<file path="src/rtl/pc_sequencer_pkg.sv">
// Shared definitions for the program-counter sequencer: flow-command encoding,
// FSM states and default vectors. Used by the decoder, the sequencer and the bench.
package pc_sequencer_pkg;

   localparam logic [2:0] CMD_INC  = 3'd0;
   localparam logic [2:0] CMD_HOLD = 3'd1;
   localparam logic [2:0] CMD_JMP  = 3'd2;
   localparam logic [2:0] CMD_BRR  = 3'd3;
   localparam logic [2:0] CMD_CALL = 3'd4;
   localparam logic [2:0] CMD_RET  = 3'd5;

   typedef enum logic [1:0] {
      ST_RUN,
      ST_CALL2,
      ST_RET2,
      ST_HALT
   } state_e;

   localparam int         ADDR_W_DEF    = 8;
   localparam logic [7:0] RESET_VEC_DEF = 8'h00;
   localparam logic [7:0] IRQ_VEC_DEF   = 8'h02;

endpackage

</file>
<file path="src/rtl/pc_sequencer_ret_stack.sv">
// Return-address LIFO for the PC sequencer. Push writes entry[count],
// the top of stack is entry[count-1]; only the occupancy count is reset.
module ret_stack #(
   parameter  int DEPTH = 4,
   parameter  int W     = 8,
   localparam int CNT_W = $clog2(DEPTH + 1),
   localparam int IDX_W = (DEPTH > 1) ? $clog2(DEPTH) : 1
) (
   input  logic             clk,
   input  logic             rst,
   input  logic             push_i,
   input  logic             pop_i,
   input  logic [W-1:0]     data_i,
   output logic [W-1:0]     data_o,
   output logic             full_o,
   output logic             empty_o,
   output logic [CNT_W-1:0] count_o
);

   logic [W-1:0]     mem_q [DEPTH];
   logic [CNT_W-1:0] count_q;
   logic [IDX_W-1:0] wr_idx;
   logic [IDX_W-1:0] top_idx;

   assign full_o  = (count_q == CNT_W'(DEPTH));
   assign empty_o = (count_q == '0);
   assign count_o = count_q;
   assign wr_idx  = IDX_W'(count_q);
   assign top_idx = IDX_W'(count_q - CNT_W'(1));
   assign data_o  = mem_q[top_idx];

   // NOTE: sequential state uses non-blocking assignments so every register samples pre-edge values.
   always_ff @(posedge clk or posedge rst) begin
      if (rst)
         count_q <= '0;
      else if (push_i && !full_o)
         count_q <= count_q + CNT_W'(1);
      else if (pop_i && !empty_o)
         count_q <= count_q - CNT_W'(1);
   end

   // NOTE: storage is deliberately not reset; entries above count are never read as valid data.
   always_ff @(posedge clk) begin
      if (push_i && !full_o)
         mem_q[wr_idx] <= data_i;
   end

endmodule

</file>
<file path="src/rtl/pc_sequencer.sv">
// Next-address controller for the core's PC register: increment, hold, jump,
// relative branch, two-cycle CALL/RET/interrupt entry via a return-address stack.
module pc_sequencer
   import pc_sequencer_pkg::*;
#(
   parameter  int               ADDR_W      = ADDR_W_DEF,
   parameter  int               STACK_DEPTH = 4,
   parameter  logic [ADDR_W-1:0] RESET_VEC  = ADDR_W'(RESET_VEC_DEF),
   parameter  logic [ADDR_W-1:0] IRQ_VEC    = ADDR_W'(IRQ_VEC_DEF),
   localparam int               SP_W        = $clog2(STACK_DEPTH + 1)
) (
   input  logic              clk,
   input  logic              rst,
   input  logic [2:0]        cmd,
   input  logic              cmd_valid,
   output logic              cmd_ready,
   input  logic [ADDR_W-1:0] target,
   input  logic [ADDR_W-1:0] offset,
   input  logic              irq_req,
   input  logic              int_en,
   output logic              irq_ack,
   output logic [ADDR_W-1:0] pc_next,
   output logic [ADDR_W-1:0] pc_cur,
   output logic [SP_W-1:0]   sp,
   output logic              stk_ovf,
   output logic              stk_unf
);

   state_e            state_q, state_d;
   logic [ADDR_W-1:0] pc_q, pc_d;
   logic [ADDR_W-1:0] tgt_q, tgt_d;
   logic              ovf_q, ovf_d;
   logic              unf_q, unf_d;
   logic [ADDR_W-1:0] pc_inc;
   logic              irq_take, ready, do_call, do_ret;
   logic              push, pop, stk_full, stk_empty;
   logic [ADDR_W-1:0] stk_top;

   ret_stack #(
      .DEPTH (STACK_DEPTH),
      .W     (ADDR_W)
   ) u_stack (
      .clk     (clk),
      .rst     (rst),
      .push_i  (push),
      .pop_i   (pop),
      .data_i  (pc_inc),
      .data_o  (stk_top),
      .full_o  (stk_full),
      .empty_o (stk_empty),
      .count_o (sp)
   );

   assign pc_inc = pc_q + ADDR_W'(1);

   // NOTE: every always_comb output gets a default first, so no path can infer a latch.
   always_comb begin
      pc_d     = pc_q;
      state_d  = state_q;
      tgt_d    = tgt_q;
      ovf_d    = ovf_q;
      unf_d    = unf_q;
      push     = 1'b0;
      pop      = 1'b0;
      irq_take = 1'b0;
      ready    = 1'b0;
      do_call  = 1'b0;
      do_ret   = 1'b0;
      case (state_q)
         ST_RUN: begin
            irq_take = irq_req && int_en;
            ready    = !irq_take;
            do_call  = irq_take || (cmd_valid && cmd == CMD_CALL);
            do_ret   = !irq_take && cmd_valid && cmd == CMD_RET;
            if (do_call) begin
               if (!stk_full) begin
                  push    = 1'b1;
                  tgt_d   = irq_take ? IRQ_VEC : target;
                  state_d = ST_CALL2;
               end else begin
                  ovf_d   = 1'b1;
                  state_d = ST_HALT;
               end
            end else if (do_ret) begin
               if (!stk_empty) begin
                  pop     = 1'b1;
                  tgt_d   = stk_top;
                  state_d = ST_RET2;
               end else begin
                  unf_d   = 1'b1;
                  state_d = ST_HALT;
               end
            end else if (cmd_valid) begin
               // Offset is already ADDR_W wide, so modulo addition sign-extends implicitly.
               case (cmd)
                  CMD_HOLD: pc_d = pc_q;
                  CMD_JMP:  pc_d = target;
                  CMD_BRR:  pc_d = pc_inc + offset;
                  CMD_CALL, CMD_RET: pc_d = pc_q;
                  default:  pc_d = pc_inc;
               endcase
            end
         end
         ST_CALL2, ST_RET2: begin
            pc_d    = tgt_q;
            state_d = ST_RUN;
         end
         default: ;
      endcase
   end

   assign pc_next   = rst ? RESET_VEC : pc_d;
   assign cmd_ready = ready && !rst;
   assign irq_ack   = irq_take && !rst;
   assign pc_cur    = pc_q;
   assign stk_ovf   = ovf_q;
   assign stk_unf   = unf_q;

   always_ff @(posedge clk or posedge rst) begin
      if (rst) begin
         state_q <= ST_RUN;
         pc_q    <= RESET_VEC;
         tgt_q   <= RESET_VEC;
         ovf_q   <= 1'b0;
         unf_q   <= 1'b0;
      end else begin
         state_q <= state_d;
         pc_q    <= pc_d;
         tgt_q   <= tgt_d;
         ovf_q   <= ovf_d;
         unf_q   <= unf_d;
      end
   end

endmodule

</file>
<file path="config.mk">
export PLATFORM = sky130hd
export DESIGN_NAME = pc_sequencer
export DESIGN_NICKNAME = d
export VERILOG_FILES = /design/src/rtl/pc_sequencer_pkg.sv /design/src/rtl/pc_sequencer_ret_stack.sv /design/src/rtl/pc_sequencer.sv
export SDC_FILE = /design/constraint.sdc
export NUM_CORES = 1
export LEC_CHECK = 0
export BUFFER_PORTS_ARGS = -buffer_cell sky130_fd_sc_hd__buf_2
export CAP_MARGIN = 5
export CORE_AREA = 2 2 103 105
export CTS_BUF_LIST = sky130_fd_sc_hd__clkbuf_8
export DETAILED_ROUTE_END_ITERATION = 8
export DIE_AREA = 0 0 105 107
export SYNTH_ARGS = -nofsm -noshare
export SYNTH_HDL_FRONTEND = slang
export SYNTH_HIERARCHICAL = 1
export SYNTH_SLANG_ARGS = --single-unit
</file>
<file path="constraint.sdc">
create_clock -name clk -period 3.3 [get_ports clk]
set_input_delay 0.66 -clock clk [delete_from_list [all_inputs] [get_ports clk]]
set_output_delay 0.66 -clock clk [all_outputs]
set_load 0.01 [all_outputs]
</file>
==> load_flow_metrics.sql <==
INSERT INTO impl_metrics (metric_group, metric, value, unit) VALUES
('outcome', 'status', 'complete, but fails checks', ''),
('outcome', 'violations', 'setup timing', ''),
('timing', 'fin_skew', '0.0133', 'ns'),
('clocking', 'ctsLongestPathBuffers', '2', ''),
('setup_path', 'crit_path_cell_trace', 'ha_4, buf_6, xnor2_4, inv_2, ha_4, a21o_1, a221oi_2, buf_4, nor4b_4, nor4_2, buf_4, nor4_2, buf_2', ''),
('yosys', 'synth_cell_type_count', '69', ''),
('route', 'detail_route.wirelength', '10500', 'um'),
('setup_path', 'worstSetupStartpointType', 'flop', ''),
('setup_path', 'critical_path_required', '2.64', 'ns'),
('layout', 'utilization', '45.4', '%'),
('floorplanning', 'floorplan.core_area', '10100', 'um^2'),
('placed_design', 'hpwl', '7630', 'um'),
('layout', 'num-fill-cells', '990', ''),
('route', 'viasPerCell', '5.74', ''),
('power_and_ir_drop', 'switching_power', '1.90', 'mW'),
('clocking', 'tritoncts', 'yes', ''),
('timing', 'setup_viol', '5', ''),
('power_and_ir_drop', 'static_leakage', '1.81', 'nW'),
('yosys', 'synth-seq-area-share', '44.1', '%'),
('clocking', 'cts.reportedPaths.clkPinSlew', '0.12', 'ns'),
('route', 'detail_route.first_pass.iterations', '5', ''),
('floorplanning', 'floorplan.initialDensity', '34.5', '%'),
('layout', 'post_route_cells_drive_above_1_share', '42.8', '%'),
('layout', 'syn_to_final_growth', '31.4', '%'),
('setup_path', 'critical_path_arrival', '2.84', 'ns'),
('power_and_ir_drop', 'cell_internal_pwr', '2.52', 'mW'),
('global_routing', 'grt_start_max_net_pins', '28', ''),
('power_and_ir_drop', 'power.combinational.fraction', '65.6', '%'),
('min_path', 'hold_path_class', 'input port to async pin', ''),
('timing', 'maxSlewHeadroom', '59.9', '%'),
('layout', 'multi_input_comb_area', '2120', 'um^2'),
('yosys', 'netlist_top_cells_area', 'edfxtp_1, dfrtp_1, ha_1', ''),
('power_and_ir_drop', 'p_total', '4.42', 'mW'),
('route', 'metal_1_wl', '4340', 'um'),
('yosys', 'synth-seq-cells', '55', ''),
('placed_design', 'finalWeightedCongestion', '0.914', ''),
('timing', 'postLayoutSetupSlackWorst', '-0.203', 'ns'),
('yosys', 'synth_top_area_cell', 'edfxtp_1', ''),
('route', 'met2RoutedLength', '5200', 'um'),
('setup_path', 'path_class', 'flop to output pin', ''),
('timing', 'timing.final.crit_share', '106', '%'),
('setup_path', 'cpPeakStageDelay', '0.43', 'ns'),
('yosys', 'synthFlopType', 'edfxtp_1', ''),
('route', 'met3RoutedLength', '790', 'um'),
('timing', 'timing.final.hold_violations', '0', ''),
('placed_design', 'dp_cells', '517', ''),
('route', 'routed.top_layer', 'met4', ''),
('timing', 'final-max-slew-violation-count', '0', ''),
('global_routing', 'antenna_found_initial', '0', ''),
('floorplanning', 'io_pins', '47', ''),
('global_routing', 'grt.total_usage', '18.8', '%'),
('power_and_ir_drop', 'vdd_ir_drop_max', '0.339', 'mV'),
('timing', 'rsz_0062_raised_after_global_routing', 'yes', ''),
('power_and_ir_drop', 'seq_power_share', '25.0', '%'),
('route', 'route.detailed.wl_per_inst', '19.4', 'um'),
('yosys', 'syn_nets', '364', ''),
('setup_path', 'setup.worst_path.end_class', 'output pin', ''),
('clocking', 'clock_sink_count', '55', ''),
('layout', 'mostFrequentLayoutCells', 'buf_2, buf_4, edfxtp_1, dfrtp_1, a21oi_1', ''),
('timing', 'fin_setup_tns', '-0.689', 'ns'),
('power_and_ir_drop', 'powerDensity', '965', 'nW/um^2'),
('setup_path', 'worst-path-max-fanout', '6', ''),
('yosys', 'synthesis.instances', '323', ''),
('timing', 'timing_worst_slew_pin_value', '0.601', 'ns'),
('layout', 'antenna-diode-count', '0', ''),
('floorplanning', 'floorplan.rows', '37', ''),
('timing', 'final_period_minus_worst_setup_slack', '3.50', 'ns'),
('clocking', 'clock_latency', '0.32', 'ns'),
('route', 'drt_drc_violations_left', '0', ''),
('yosys', 'mapped_cell_area', '3490', 'um^2'),
('layout', 'stdcell_count', '540', '');
-- cells by family (layout without fill, tap and decap cells) --
group | after synthesis | in the layout | share of synthesized area (%)
simple gates | 92 | 92 | 15.5
buf+inv | 36 | 117 | 4.77
mux | 12 | 12 | 6.39
compound gates | 102 | 102 | 20.3
xor+xnor | 9 | 9 | 2.66
fa+ha+maj | 17 | 17 | 6.32
flops | 55 | 55 | 44.1
-- registers in the layout (all words and copies together) (netlist names) --
| register | cells |
|---|---|
| stk_unf | 1 |
| tgt_q | 8 |
| state_q | 2 |
| u_stack/mem_q | 32 |
| u_stack/count_o | 3 |
| pc_cur | 8 |
| stk_ovf | 1 |
-- per-layer routing --
| layer | up-vias | global-route usage [%] |
|---|---|---|
| met2 | 126 | 31.7 |
| li1 | 1402 | - |
| met3 | 18 | 3.77 |
| met5 | - | 0 |
| met1 | 1551 | 24.9 |
| met4 | 0 | 4.86 |
-- synthesized netlist by cell type (4+ instances only) --
library cell	n
edfxtp_1	32
a21oi_1	25
dfrtp_1	23
ha_1	16
inv_1	16
nor2_1	16
a31oi_1	14
nand2_1	14
a22oi_1	8
clkbuf_1	8
mux4_2	8
nand3_1	8
nor3_1	8
o211ai_1	6
o21a_1	6
o21ai_0	6
xnor2_1	6
and2_1	5
and2_2	5
and3_1	5
or3_1	5
a21o_1	4
buf_2	4
nor2b_1	4
o22ai_1	4
-- what timing repair did --
action                     4_1_cts  5_1_grt
setup endpoints to repair        7        8
resized for setup               53        8
pin swaps                       25       11
setup buffers                   10        5
-- layout make-up --
cell class	instances	share of cell area [%]
repair buffers	91	12.6
clock buffers	5	1.50
multi-input cells	232	46.3
well taps	136	3.71
inverters	18	1.56
clock inverters	3	0.738
flip-flops and latches	55	33.6
-- path summary, 6_finish.rpt --
kind | startpoint | endpoint | slack [ns] | depth (start not counted)
min | rst | u_stack/count_o[0] | 0.34 | 2
min in group clk | stk_unf | stk_unf | 0.47 | 1
max | pc_cur[0] | pc_next[6] | -0.20 | 13
max reg2reg | pc_cur[0] | pc_cur[4] | 0.73 | 12
max in group asynchronous | rst | pc_cur[2] | 2.53 | 3
min reg2reg | stk_unf | stk_unf | 0.47 | 1
-- through the flow --
stage               instance area (um^2)  hold WS, ns  worst slack, ns
detailed placement                  4010        0.444          -0.0837
floorplan                           3490        0.414           0.0598
CTS                                 4480        0.331           -0.181
global placement                    4010        0.440          -0.0483
finish                              4580        0.337           -0.203
global route                        4580        0.338           -0.362
-- power groups by stage --
stage	combinational (mW)	sequential, mW	clock (mW)
after CTS	2.68	1.11	0.424
after global routing	3.12	1.13	0.454
after detailed placement	2.28	1.11	0
after global placement	2.25	1.10	0
final	2.90	1.11	0.416
after floorplan	1.39	1.15	0
(Power assumes the default switching activity.)
